`config.mk`:
```
export PLATFORM = sky130hd
export DESIGN_NAME = async_tx_bridge
export DESIGN_NICKNAME = d
export VERILOG_FILES = /design/src/rtl/async_tx_bridge.sv
export SDC_FILE = /design/constraint.sdc
export NUM_CORES = 1
export LEC_CHECK = 0
export BUFFER_PORTS_ARGS = -buffer_cell sky130_fd_sc_hd__buf_4
export CORE_MARGIN = 8
export CORE_UTILIZATION = 50
export CTS_CLUSTER_SIZE = 24
export DETAILED_ROUTE_END_ITERATION = 8
export PLACE_DENSITY = 0.73
export SKIP_CTS_REPAIR_TIMING = 1
export SLEW_MARGIN = 20
export SYNTH_ARGS = -nofsm -noshare
export SYNTH_HDL_FRONTEND = slang
export SYNTH_SLANG_ARGS = --single-unit
```
`constraint.sdc`:
```
create_clock -name clk_i -period 3.2 [get_ports clk_i]
set_input_delay 0.64 -clock clk_i [delete_from_list [all_inputs] [get_ports clk_i]]
set_output_delay 0.64 -clock clk_i [all_outputs]
set_load 0.02 [all_outputs]
```
`src/rtl/async_tx_bridge.sv`:
```
// async_tx_bridge: clocked valid/ready FIFO feeding a 4-phase bundled-data async pipeline stage
module async_tx_bridge #(
  parameter int DATA_WIDTH   = 32,
  parameter int DEPTH        = 2,
  parameter int SYNC_STAGES  = 2,
  parameter int SETUP_CYCLES = 1
) (
  input  logic                         clk_i,
  input  logic                         rst_ni,
  input  logic                         valid_i,
  output logic                         ready_o,
  input  logic [DATA_WIDTH-1:0]        data_i,
  output logic                         req_o,
  output logic [DATA_WIDTH-1:0]        data_o,
  input  logic                         ack_i,
  output logic [$clog2(DEPTH+1)-1:0]   count_o,
  output logic                         proto_err_o
);
  localparam int AW = $clog2(DEPTH);
  localparam int CW = $clog2(DEPTH+1);
  localparam int SW = $clog2(SETUP_CYCLES+1);
  typedef enum logic [1:0] {IDLE, SETUP, WAIT_ACK, WAIT_RTZ} state_t;
  state_t                 state_q, state_d;
  logic [DATA_WIDTH-1:0]  mem_q [DEPTH];
  logic [AW-1:0]          wr_q, wr_d, rd_q, rd_d;
  logic [CW-1:0]          count_q, count_d;
  logic [SW-1:0]          setup_q, setup_d;
  logic [SYNC_STAGES-1:0] sync_q;
  logic [DATA_WIDTH-1:0]  data_q, data_d;
  logic                   req_q, req_d, err_q, err_d;
  logic                   push, pop, ack_s;
  assign ack_s       = sync_q[SYNC_STAGES-1];
  assign ready_o     = count_q < CW'(DEPTH);
  assign push        = valid_i & ready_o;
  assign pop         = (state_q == WAIT_ACK) & ack_s;
  assign req_o       = req_q;
  assign data_o      = data_q;
  assign count_o     = count_q;
  assign proto_err_o = err_q;
  assign wr_d    = push ? wr_q + AW'(1) : wr_q;
  assign rd_d    = pop ? rd_q + AW'(1) : rd_q;
  assign count_d = count_q + CW'(push) - CW'(pop);
  assign err_d   = err_q | (ack_s & (state_q == IDLE || state_q == SETUP));
  always_comb begin
    state_d = state_q;
    setup_d = setup_q;
    req_d   = req_q;
    data_d  = data_q;
    case (state_q)
      IDLE: if (count_q != '0) begin
        data_d  = mem_q[rd_q];
        setup_d = SW'(SETUP_CYCLES);
        state_d = SETUP;
      end
      SETUP: begin
        setup_d = setup_q - SW'(1);
        if (setup_q == SW'(1)) begin
          req_d   = 1'b1;
          state_d = WAIT_ACK;
        end
      end
      WAIT_ACK: if (ack_s) begin
        req_d   = 1'b0;
        state_d = WAIT_RTZ;
      end
      WAIT_RTZ: if (!ack_s) state_d = IDLE;
      default: state_d = IDLE;
    endcase
  end
  always_ff @(posedge clk_i or negedge rst_ni) begin
    if (!rst_ni) begin
      state_q <= IDLE;
      setup_q <= '0;
      req_q   <= 1'b0;
      data_q  <= '0;
      err_q   <= 1'b0;
      sync_q  <= '0;
      wr_q    <= '0;
      rd_q    <= '0;
      count_q <= '0;
    end else begin
      state_q <= state_d;
      setup_q <= setup_d;
      req_q   <= req_d;
      data_q  <= data_d;
      err_q   <= err_d;
      sync_q  <= {sync_q[SYNC_STAGES-2:0], ack_i};
      wr_q    <= wr_d;
      rd_q    <= rd_d;
      count_q <= count_d;
    end
  end
  // Storage needs no reset: occupancy and pointers gate every read.
  always_ff @(posedge clk_i) begin
    if (push) mem_q[wr_q] <= data_i;
  end
endmodule

```
# Yosys cells after proc, flatten, opt, wreduce, memory -nomap -nowiden
# Memories as Yosys holds them, arrays and structs flattened. A register that Yosys moved wholly into a read port is not among the register bits.
# Index checks and enable logic that the tools add are counted.
[classes]
order_cmp = 1
mux = 12
bitwise = 4
add_sub_neg = 5
n_eq_ne = 7
n_reduce_logical = 10
[op_table]
columns = ["operator", "count"]
rows = [
  ["$mux 2", 4],
  ["$pmux 2 s4", 1],
  ["$ne 2x2->1 const B", 3],
  ["$reduce_bool 2->1", 3],
  ["$mux 1", 5],
  ["$eq 2x2->1 const B", 2],
  ["$pmux 1 s2", 2],
  ["$reduce_and 2->1", 2],
  ["$reduce_and 4->1", 1],
  ["$and 1x1->1", 3],
  ["$reduce_and 3->1", 1],
  ["$add 1x1->1 const B", 2],
  ["$add 2x1->2", 1],
  ["$eq 2x1->1 const B", 1],
  ["$logic_not 2->1", 1],
  ["$lt 2x2->1 const B", 1],
  ["$ne 2x1->1 const B", 1],
  ["$sub 2x1->2", 1],
  ["$logic_not 1->1", 1],
  ["$logic_or 1x1->1", 1],
  ["$or 1x1->1", 1],
  ["$sub 1x1->1 const B", 1],
]
[totals]
out_inout_bits = 37
inputBits = 36
reg_bits = 11
word_cells = 48
mem_count = 1
ram_bits = 64
[memory_table]
columns = ["name", "depth", "word_bits", "read_ports", "rd_clocked_by_memory_dff", "wr", "line_no", "source"]
rows = [
  ["mem_q", 2, 32, 1, 1, 1, "24", "logic [DATA_WIDTH-1:0] mem_q [DEPTH];"],
]

# Longest topological paths before layout
# Gate-level depths: netlist (run 1).
[depth]
ltp_word = 4
ltp_mapped = 6
depth_no_buf = 6

# Worst setup path after synthesis (run 1)
# No wires, ideal clock.
[synth_path]
path_type = "reg-to-reg"
startpoint = "register count_q[1], in the netlist count_o[1]"
endpoint = "memory mem_q[0][0], enable pin"
period_less_slack_ns = 2.643
required_ns = 2.779
arrival_time_ns = 2.222
path_slack_ns = 0.557
n_path_buf = 0
setup_time_ns = 0.421
path_stages_with_launch = 4
path_cell_list = "dfrtp_1 inv_1 nand2_1 nor2_1"
[synth_between]
elab_chain_len = 4
[synth_lines]
columns = ["item", "line_no", "source"]
rows = [
  ["start, declared", "26", "logic [CW-1:0] count_q, count_d;"],
  ["start signal, assigned", "90", "count_q <= count_d;"],
  ["$lt 2x2->1", "33", "assign ready_o = count_q < CW'(DEPTH);"],
  ["via ready_o", "11", "output logic ready_o,"],
  ["$and 1x1->1", "34", "assign push = valid_i & ready_o;"],
  ["$mux 1", "95", "if (push) mem_q[wr_q] <= data_i;"],
  ["$mux 1 (not written as such)", "95", ""],
  ["end, declared", "24", ""],
]
# The timed path passes the listed nets, and every way through them passes these cells.

# Final worst setup path (run 1)
[layout_path]
startpoint = "register count_q[1], in the netlist count_o[1]"
endpoint = "output ready_o"
[layout_between]
elab_chain_len = 1
[layout_lines]
columns = ["item", "line_no"]
rows = [
  ["$lt 2x2->1", "33"],
  ["end, declared", "11"],
]
# Every way passes these cells.

==> results.sh, run 1 <==
export IMPL_portBuffers=72
export IMPL_worstPathMaxFanout=6
export IMPL_setup_viol=0
export IMPL_synth_largest_area_cell="edfxtp_1"
export IMPL_reg2reg_depth=5
export IMPL_whs_ns=0.253
export IMPL_place_congestion=0.697
export IMPL_cts_tree="done"
export IMPL_cp_end_kind="output port"
export IMPL_rsz0062_at_grt="no"
export IMPL_period_share=0.548
export IMPL_die_area_mm2=0.0109
export IMPL_clock_sinks=107
export IMPL_min_period_ns=1.75
export IMPL_slew_headroom=0.332
export IMPL_nets=363
export IMPL_place_hpwl_um=4560
export IMPL_synth_nets=287
export IMPL_grt_overflow_total=0
export IMPL_crit_family="flip-flops"
export IMPL_vdd_drop_max_v=0.000405
export IMPL_grt_pass1_wl_um=11200
export IMPL_rows=32
export IMPL_synth_area_leaders="edfxtp_1, dfrtp_1, mux2i_1, o21ai_0, nand2_1"
export IMPL_finalSetupTns_ns=0
export IMPL_powerDensity_mw_per_mm2=964
export IMPL_ys_seq_area_frac=0.765
export IMPL_io_pins=73
export IMPL_drt_vias_per_instance=4.88
export IMPL_crit_required_ns=2.56
export IMPL_hold_class="input port to asynchronous set/reset pin"
export IMPL_synth_edf_count=64
export IMPL_p_leak_nw=2.04
export IMPL_critical_path_slowest_cell="dfrtp_1"
export IMPL_syn_area_per_cell_um2=15.9
export IMPL_wl_um=6780
export IMPL_slew_violations=0
export IMPL_finClkSkew_ns=0.0129
export IMPL_max_stage_delay_ns=0.48
export IMPL_die_w_um=105
export IMPL_synthArstFlopShare=0.402
export IMPL_synth_seq_cells=107
export IMPL_drive_gt1_frac=0.303
export IMPL_syn_area_mm2=0.00392
export IMPL_fmax_mhz=570
export IMPL_dr_pass1_iters=4
export IMPL_cts_clk_slew_worst_paths_ns=0.10
export IMPL_postRouteAntennaNets=0
export IMPL_drt_iter0_drc=46
export IMPL_area_growth_pct=21.9
export IMPL_critPathArrivalTime_ns=1.11
export IMPL_clkLatencyLatePin_ns=0.36
export IMPL_crit_buf_inv=2
export IMPL_worstSetupPathType="flop to output port"
export IMPL_drv_cap=0
export IMPL_htreeDepth=3
export IMPL_synth_cells=246
export IMPL_crit_chain="inv_1 > buf_4"
export IMPL_antenna_found_initial=0
export IMPL_diodes=0
export IMPL_ys_types=25
export IMPL_cp_num_cells=2
export IMPL_wl_per_cell_um=15.8
export IMPL_grt_max_degree=44
export IMPL_grtUsageTotal=0.131
export IMPL_status="completed"
export IMPL_synth_warnings=0
export IMPL_synth_flop_cell="edfxtp_1"
export IMPL_ctsLongestPathBuffers=2
export IMPL_synth_top_area_frac=0.491
export IMPL_start_kind="flop"
export IMPL_die_h_um=105
export IMPL_numCtsBuffers=9
export IMPL_drc_errors=0
export IMPL_core_area_mm2=0.00765
export IMPL_finalHoldViolCount=0
export IMPL_root_buffer="clkbuf_8"
export IMPL_vias=2094
export IMPL_tightest_slew_ns=1.00
export IMPL_floorplan_initialDensity=0.512
export IMPL_grt_pass1_vias=2318
## metrics by stage
stage | power, mW | setup WS [ns] | area [um2] | utilization | instances
6_report | 4.61 | 1.45 | 4780 | 0.625 | 429
5_1_grt | 4.91 | 1.32 | 4780 | 0.625 | 429
4_1_cts | 4.68 | 1.43 | 4780 | 0.625 | 429
3_5_place_dp | 3.84 | 1.35 | 4570 | 0.597 | 413
3_3_place_gp | 3.77 | 1.37 | 4570 | 0.597 | 413
2_1_floorplan | 3.20 | 0.557 | 3920 | - | 246
## worst register-to-register path, stage by stage, from the launching register on
cell and delay [ns]:
dfrtp_1 0.43, inv_1 0.12, ha_1 0.27, or3b_4 0.43, nand3_2 0.10, mux2_4 0.29
## path summary, 6_finish.rpt
kind / startpoint / end / slack [ns]
setup / recovery: count_o[1]$_DFF_PN0_ / ready_o / 1.45
max in group asynchronous: rst_ni / rd_q$_DFFE_PN0P_ / 2.54
hold reg to reg: sync_q[0]$_DFF_PN0_ / sync_q[1]$_DFF_PN0_ / 0.36
hold / removal: rst_ni / setup_q$_DFFE_PN0P_ / 0.25
setup reg to reg: state_q[1]$_DFFE_PN0P_ / state_q[1]$_DFFE_PN0P_ / 1.46
min in group clk_i: sync_q[0]$_DFF_PN0_ / sync_q[1]$_DFF_PN0_ / 0.36
## cell usage in the layout (no fill, tap or decap)
cell / Yosys / routed
clkbuf_8: 0 / 9
a31oi_1: 1 / 1
nand2b_1: 1 / 1
xor2_1: 1 / 1
a21oi_1: 1 / 1
inv_1: 4 / 4
buf_4: 3 / 75
ha_1: 5 / 5
a32oi_1: 1 / 1
a22o_1: 1 / 1
clkinv_4: 0 / 2
or2_2: 1 / 1
dfrtp_2: 0 / 1
or3b_4: 1 / 1
mux2_4: 1 / 1
a21o_1: 1 / 1
bufinv_16: 0 / 1
clkinv_2: 0 / 1
and3_2: 0 / 1
dfrtp_1: 43 / 42
mux2i_1: 35 / 35
nand3_2: 1 / 1
nand2_1: 34 / 34
nor2_4: 0 / 1
inv_6: 0 / 1
edfxtp_1: 64 / 64
inv_8: 0 / 2
o21ai_0: 32 / 32
nor2_1: 3 / 2
o21ai_4: 0 / 1
xnor2_1: 3 / 3
## flip-flops by register name, indices dropped and copies added, names as in the netlist, 2 cells and up
signal,cells
mem_q,64
state_q,2
count_o,2
sync_q,2
data_o,32
## per-layer routing
| layer | track usage | part of all wire | vias up | routed length (um) |
|---|---|---|---|---|
| met5 | 0 | 0 | - | 0 |
| met4 | 0.0662 | 0.019 | 0 | 129 |
| met3 | 0.0372 | 0.038 | 9 | 260 |
| met2 | 0.230 | 0.54 | 45 | 3650 |
| met1 | 0.142 | 0.40 | 1008 | 2750 |
| li1 | - | - | 1032 | - |
## power breakdown
part / switching [mW] / total (mW) / internal (mW)
Clock: 0.456 / 0.833 / 0.377
Sequential: 0.315 / 2.22 / 1.91
Combinational: 0.853 / 1.55 / 0.694
## cell families after synthesis
logic type | synth area share
XOR/XNOR | 0.00894
buffers and inverters | 0.0185
AND/OR/NAND/NOR | 0.0457
AO/OA/AOI/OAI | 0.0524
flip-flops | 0.765
multiplexers | 0.0933
adder cells (fa/ha/maj) | 0.0160
## cell usage after synthesis (2+ instances only)
cell type and instances:
edfxtp_1 64, dfrtp_1 43, mux2i_1 35, nand2_1 34, o21ai_0 32, buf_2 5
ha_1 5, inv_1 4, buf_4 3, nor2_1 3, xnor2_1 3, clkbuf_2 2
## area by class of cell
cell class | count | area (um2)
Inverter | 4 | 15.0
Fill cell | 606 | 2870
Clock buffer | 9 | 124
Multi-Input combinational cell | 125 | 863
Timing Repair Buffer | 75 | 563
Tap cell | 102 | 128
Sequential cell | 107 | 3000
Clock inverter | 7 | 83.8
Power figures use the tool's default switching activity.
==> inputs of run 2 (changes only) <==
- CORE_UTILIZATION: 50 -> 49
- PLACE_DENSITY: 0.73 -> 0.75
- clock period: 3.2 -> 1.5 ns (I/O delays scaled with it)
==> run 2 against run 1 <==
Compared with the run above:
- the run now ends with negative setup slack left
- routed wire length rose by 7.7%
- power increased by 120%
- die area rose by 1.7%
- largest power group unchanged
- highest routed layer unchanged
- register-to-register slack got worse by 1.5 ns
- setup slack got worse by 1.4 ns
- core utilization increased by 2.2 points
- via count up 4.5%
- worst hold slack worse by 0.20 ns
- clock power is 97% higher
==> results.sh, run 2 (synthesis results as in run 1) <==
export IMPL_violations="negative setup slack"
export IMPL_diodes=0
export IMPL_fmax_mhz=666
export IMPL_min_to="sync_q[0]$_DFF_PN0_"
export IMPL_finClkSkew_ns=0.0146
export IMPL_vdd_drop_max_v=0.000867
export IMPL_layout_common_cells="buf_4, edfxtp_1, dfrtp_1"
export IMPL_powerDensity_mw_per_mm2=2050
export IMPL_max_stage_delay_ns=0.40
export IMPL_root_buffer="clkbuf_8"
export IMPL_start_kind="flop"
export IMPL_vias=2188
export IMPL_whs_path_depth=1
export IMPL_clkLatencyLatePin_ns=0.36
export IMPL_min_delay_start="ack_i"
export IMPL_slew_headroom=0.770
export IMPL_area_growth_pct=27.6
export IMPL_stdcell_area_mm2=0.00500
export IMPL_cts_tree="done"
export IMPL_dp_slack_ns=-0.0448
export IMPL_rows=32
export IMPL_die_h_um=105
export IMPL_netSwitchingFraction=0.359
export IMPL_clock_power_share=0.160
export IMPL_setup_slack_ns=-0.000837
export IMPL_grt_max_degree=35
export IMPL_antenna_found_initial=0
export IMPL_worstSetupPathType="flop to flop"
export IMPL_clock_sinks=107
export IMPL_worstPathMaxFanout=3
export IMPL_finalHoldViolCount=0
export IMPL_cts_clk_slew_worst_paths_ns=0.09
export IMPL_portBuffers=72
export IMPL_combPwrFrac=0.397
export IMPL_mostFrequentLayoutCell="buf_4"
export IMPL_place_congestion=0.708
export IMPL_p_sw_mw=3.68
export IMPL_p_int_mw=6.57
export IMPL_dpl_cell_area_mm2=0.00475
export IMPL_critPathArrivalTime_ns=1.74
export IMPL_tightest_slew_ns=0.344
export IMPL_drc_errors=0
export IMPL_seqPwrFrac=0.442
export IMPL_crit_chain="inv_2 > ha_4 > or3b_4 > nand3_4 > mux2_4"
export IMPL_grtUsageTotal=0.137
export IMPL_wl_per_cell_um=16.6
export IMPL_htreeDepth=3
export IMPL_postRouteAntennaNets=0
export IMPL_die_area_mm2=0.0111
export IMPL_hold_class="input port to flop"
export IMPL_ctsLongestPathBuffers=2
export IMPL_crit_required_ns=1.74
export IMPL_largest_register_ff_count=64
export IMPL_io_pins=73
export IMPL_setup_viol=1
export IMPL_wl_um=7300
export IMPL_status="complete, but fails checks"
export IMPL_grt_overflow_total=0
export IMPL_drive_gt1_frac=0.351
export IMPL_p_leak_nw=2.12
export IMPL_rsz0062_at_grt="yes"
export IMPL_core_area_mm2=0.00773
export IMPL_die_w_um=105
export IMPL_r2r_end="state_q[1]$_DFFE_PN0P_"
export IMPL_regMostFlops="mem_q"
export IMPL_critical_path_slowest_cell="dfrtp_1"
export IMPL_numCtsBuffers=9
export IMPL_drt_vias_per_instance=4.96
export IMPL_nets=375
export IMPL_place_hpwl_um=5060
export IMPL_reg2reg_depth=5
export IMPL_r2r_setup_slack_ns=-0.0008
export IMPL_drv_cap=0
export IMPL_dr_pass1_iters=3
export IMPL_period_share=1.00
export IMPL_floorplan_initialDensity=0.507
export IMPL_slew_violations=0
export IMPL_fillCellCount=546
export IMPL_min_period_ns=1.50
export IMPL_rr_startpoint="state_q[0]$_DFFE_PN0P_"
export IMPL_grt_pass1_vias=2473
export IMPL_grt_pass1_wl_um=12000
export IMPL_cp_end_kind="flop"
export IMPL_drt_iter0_drc=52
[run 2: worst max path at each step]
stage               depth (start not counted)                endpoint                    from
CTS                                         5  state_q[1]$_DFFE_PN0P_  state_q[1]$_DFFE_PN0P_
finish                                      5  state_q[1]$_DFFE_PN0P_  state_q[0]$_DFFE_PN0P_
global route                                5  state_q[1]$_DFFE_PN0P_  state_q[0]$_DFFE_PN0P_
floorplan                                   3   mem_q[0][0]$_DFFE_PP_    count_o[1]$_DFF_PN0_
detailed placement                          5  state_q[1]$_DFFE_PN0P_  state_q[1]$_DFFE_PN0P_
global placement                            5  state_q[1]$_DFFE_PN0P_  state_q[1]$_DFFE_PN0P_
[run 2: worst max-delay path, delay by kind of cell, from the launching register on]
kind / cells / cell delay, ns
muxes: 1 / 0.30
DFF: 1 / 0.40
buffers and inverters: 1 / 0.09
adders and majority gates: 1 / 0.13
and+or+nand+nor: 2 / 0.49
[run 2: final cells by class]
class | instances | area [um2] | area share
clock buffer | 10 | 128 | 0.0255
clock inverter | 6 | 56.3 | 0.0113
inverter | 4 | 17.5 | 0.00351
multi-input combinational | 125 | 912 | 0.183
sequential | 107 | 3000 | 0.600
tap | 102 | 128 | 0.0255
timing repair buffer | 87 | 756 | 0.151
[run 2: per-stage QoR]
step / util / total power, mW / cells / TNS, ns / hold slack (ns)
after floorplan: - / 6.88 / 246 / -2.90 / 0.00441
after global placement: 0.615 / 8.44 / 421 / 0 / 0.227
after detailed placement: 0.615 / 8.64 / 421 / -0.0448 / 0.236
after CTS: 0.639 / 10.3 / 437 / -0.0627 / -0.161
after global routing: 0.647 / 10.9 / 441 / -0.0654 / 0.0335
final: 0.647 / 10.3 / 441 / -0.000837 / 0.0540
[run 2: routing by layer]
metal / part of all wire / vias up / global-route usage / wire length [um]
li1: - / 1066 / - / -
met3: 0.045 / 13 / 0.0432 / 327
met2: 0.55 / 45 / 0.248 / 3980
met1: 0.39 / 1064 / 0.140 / 2870
met5: 0 / - / 0 / 0
met4: 0.017 / 0 / 0.0683 / 126
[run 2: power groups by stage]
| stage | clock network [mW] | logic (mW) | registers, mW |
|---|---|---|---|
| 2_1_floorplan | 0 | 1.81 | 5.07 |
| 5_1_grt | 1.79 | 4.46 | 4.65 |
| 6_report | 1.64 | 4.07 | 4.54 |
| 4_1_cts | 1.69 | 4.04 | 4.55 |
| 3_3_place_gp | 0 | 3.89 | 4.55 |
| 3_5_place_dp | 0 | 4.04 | 4.60 |
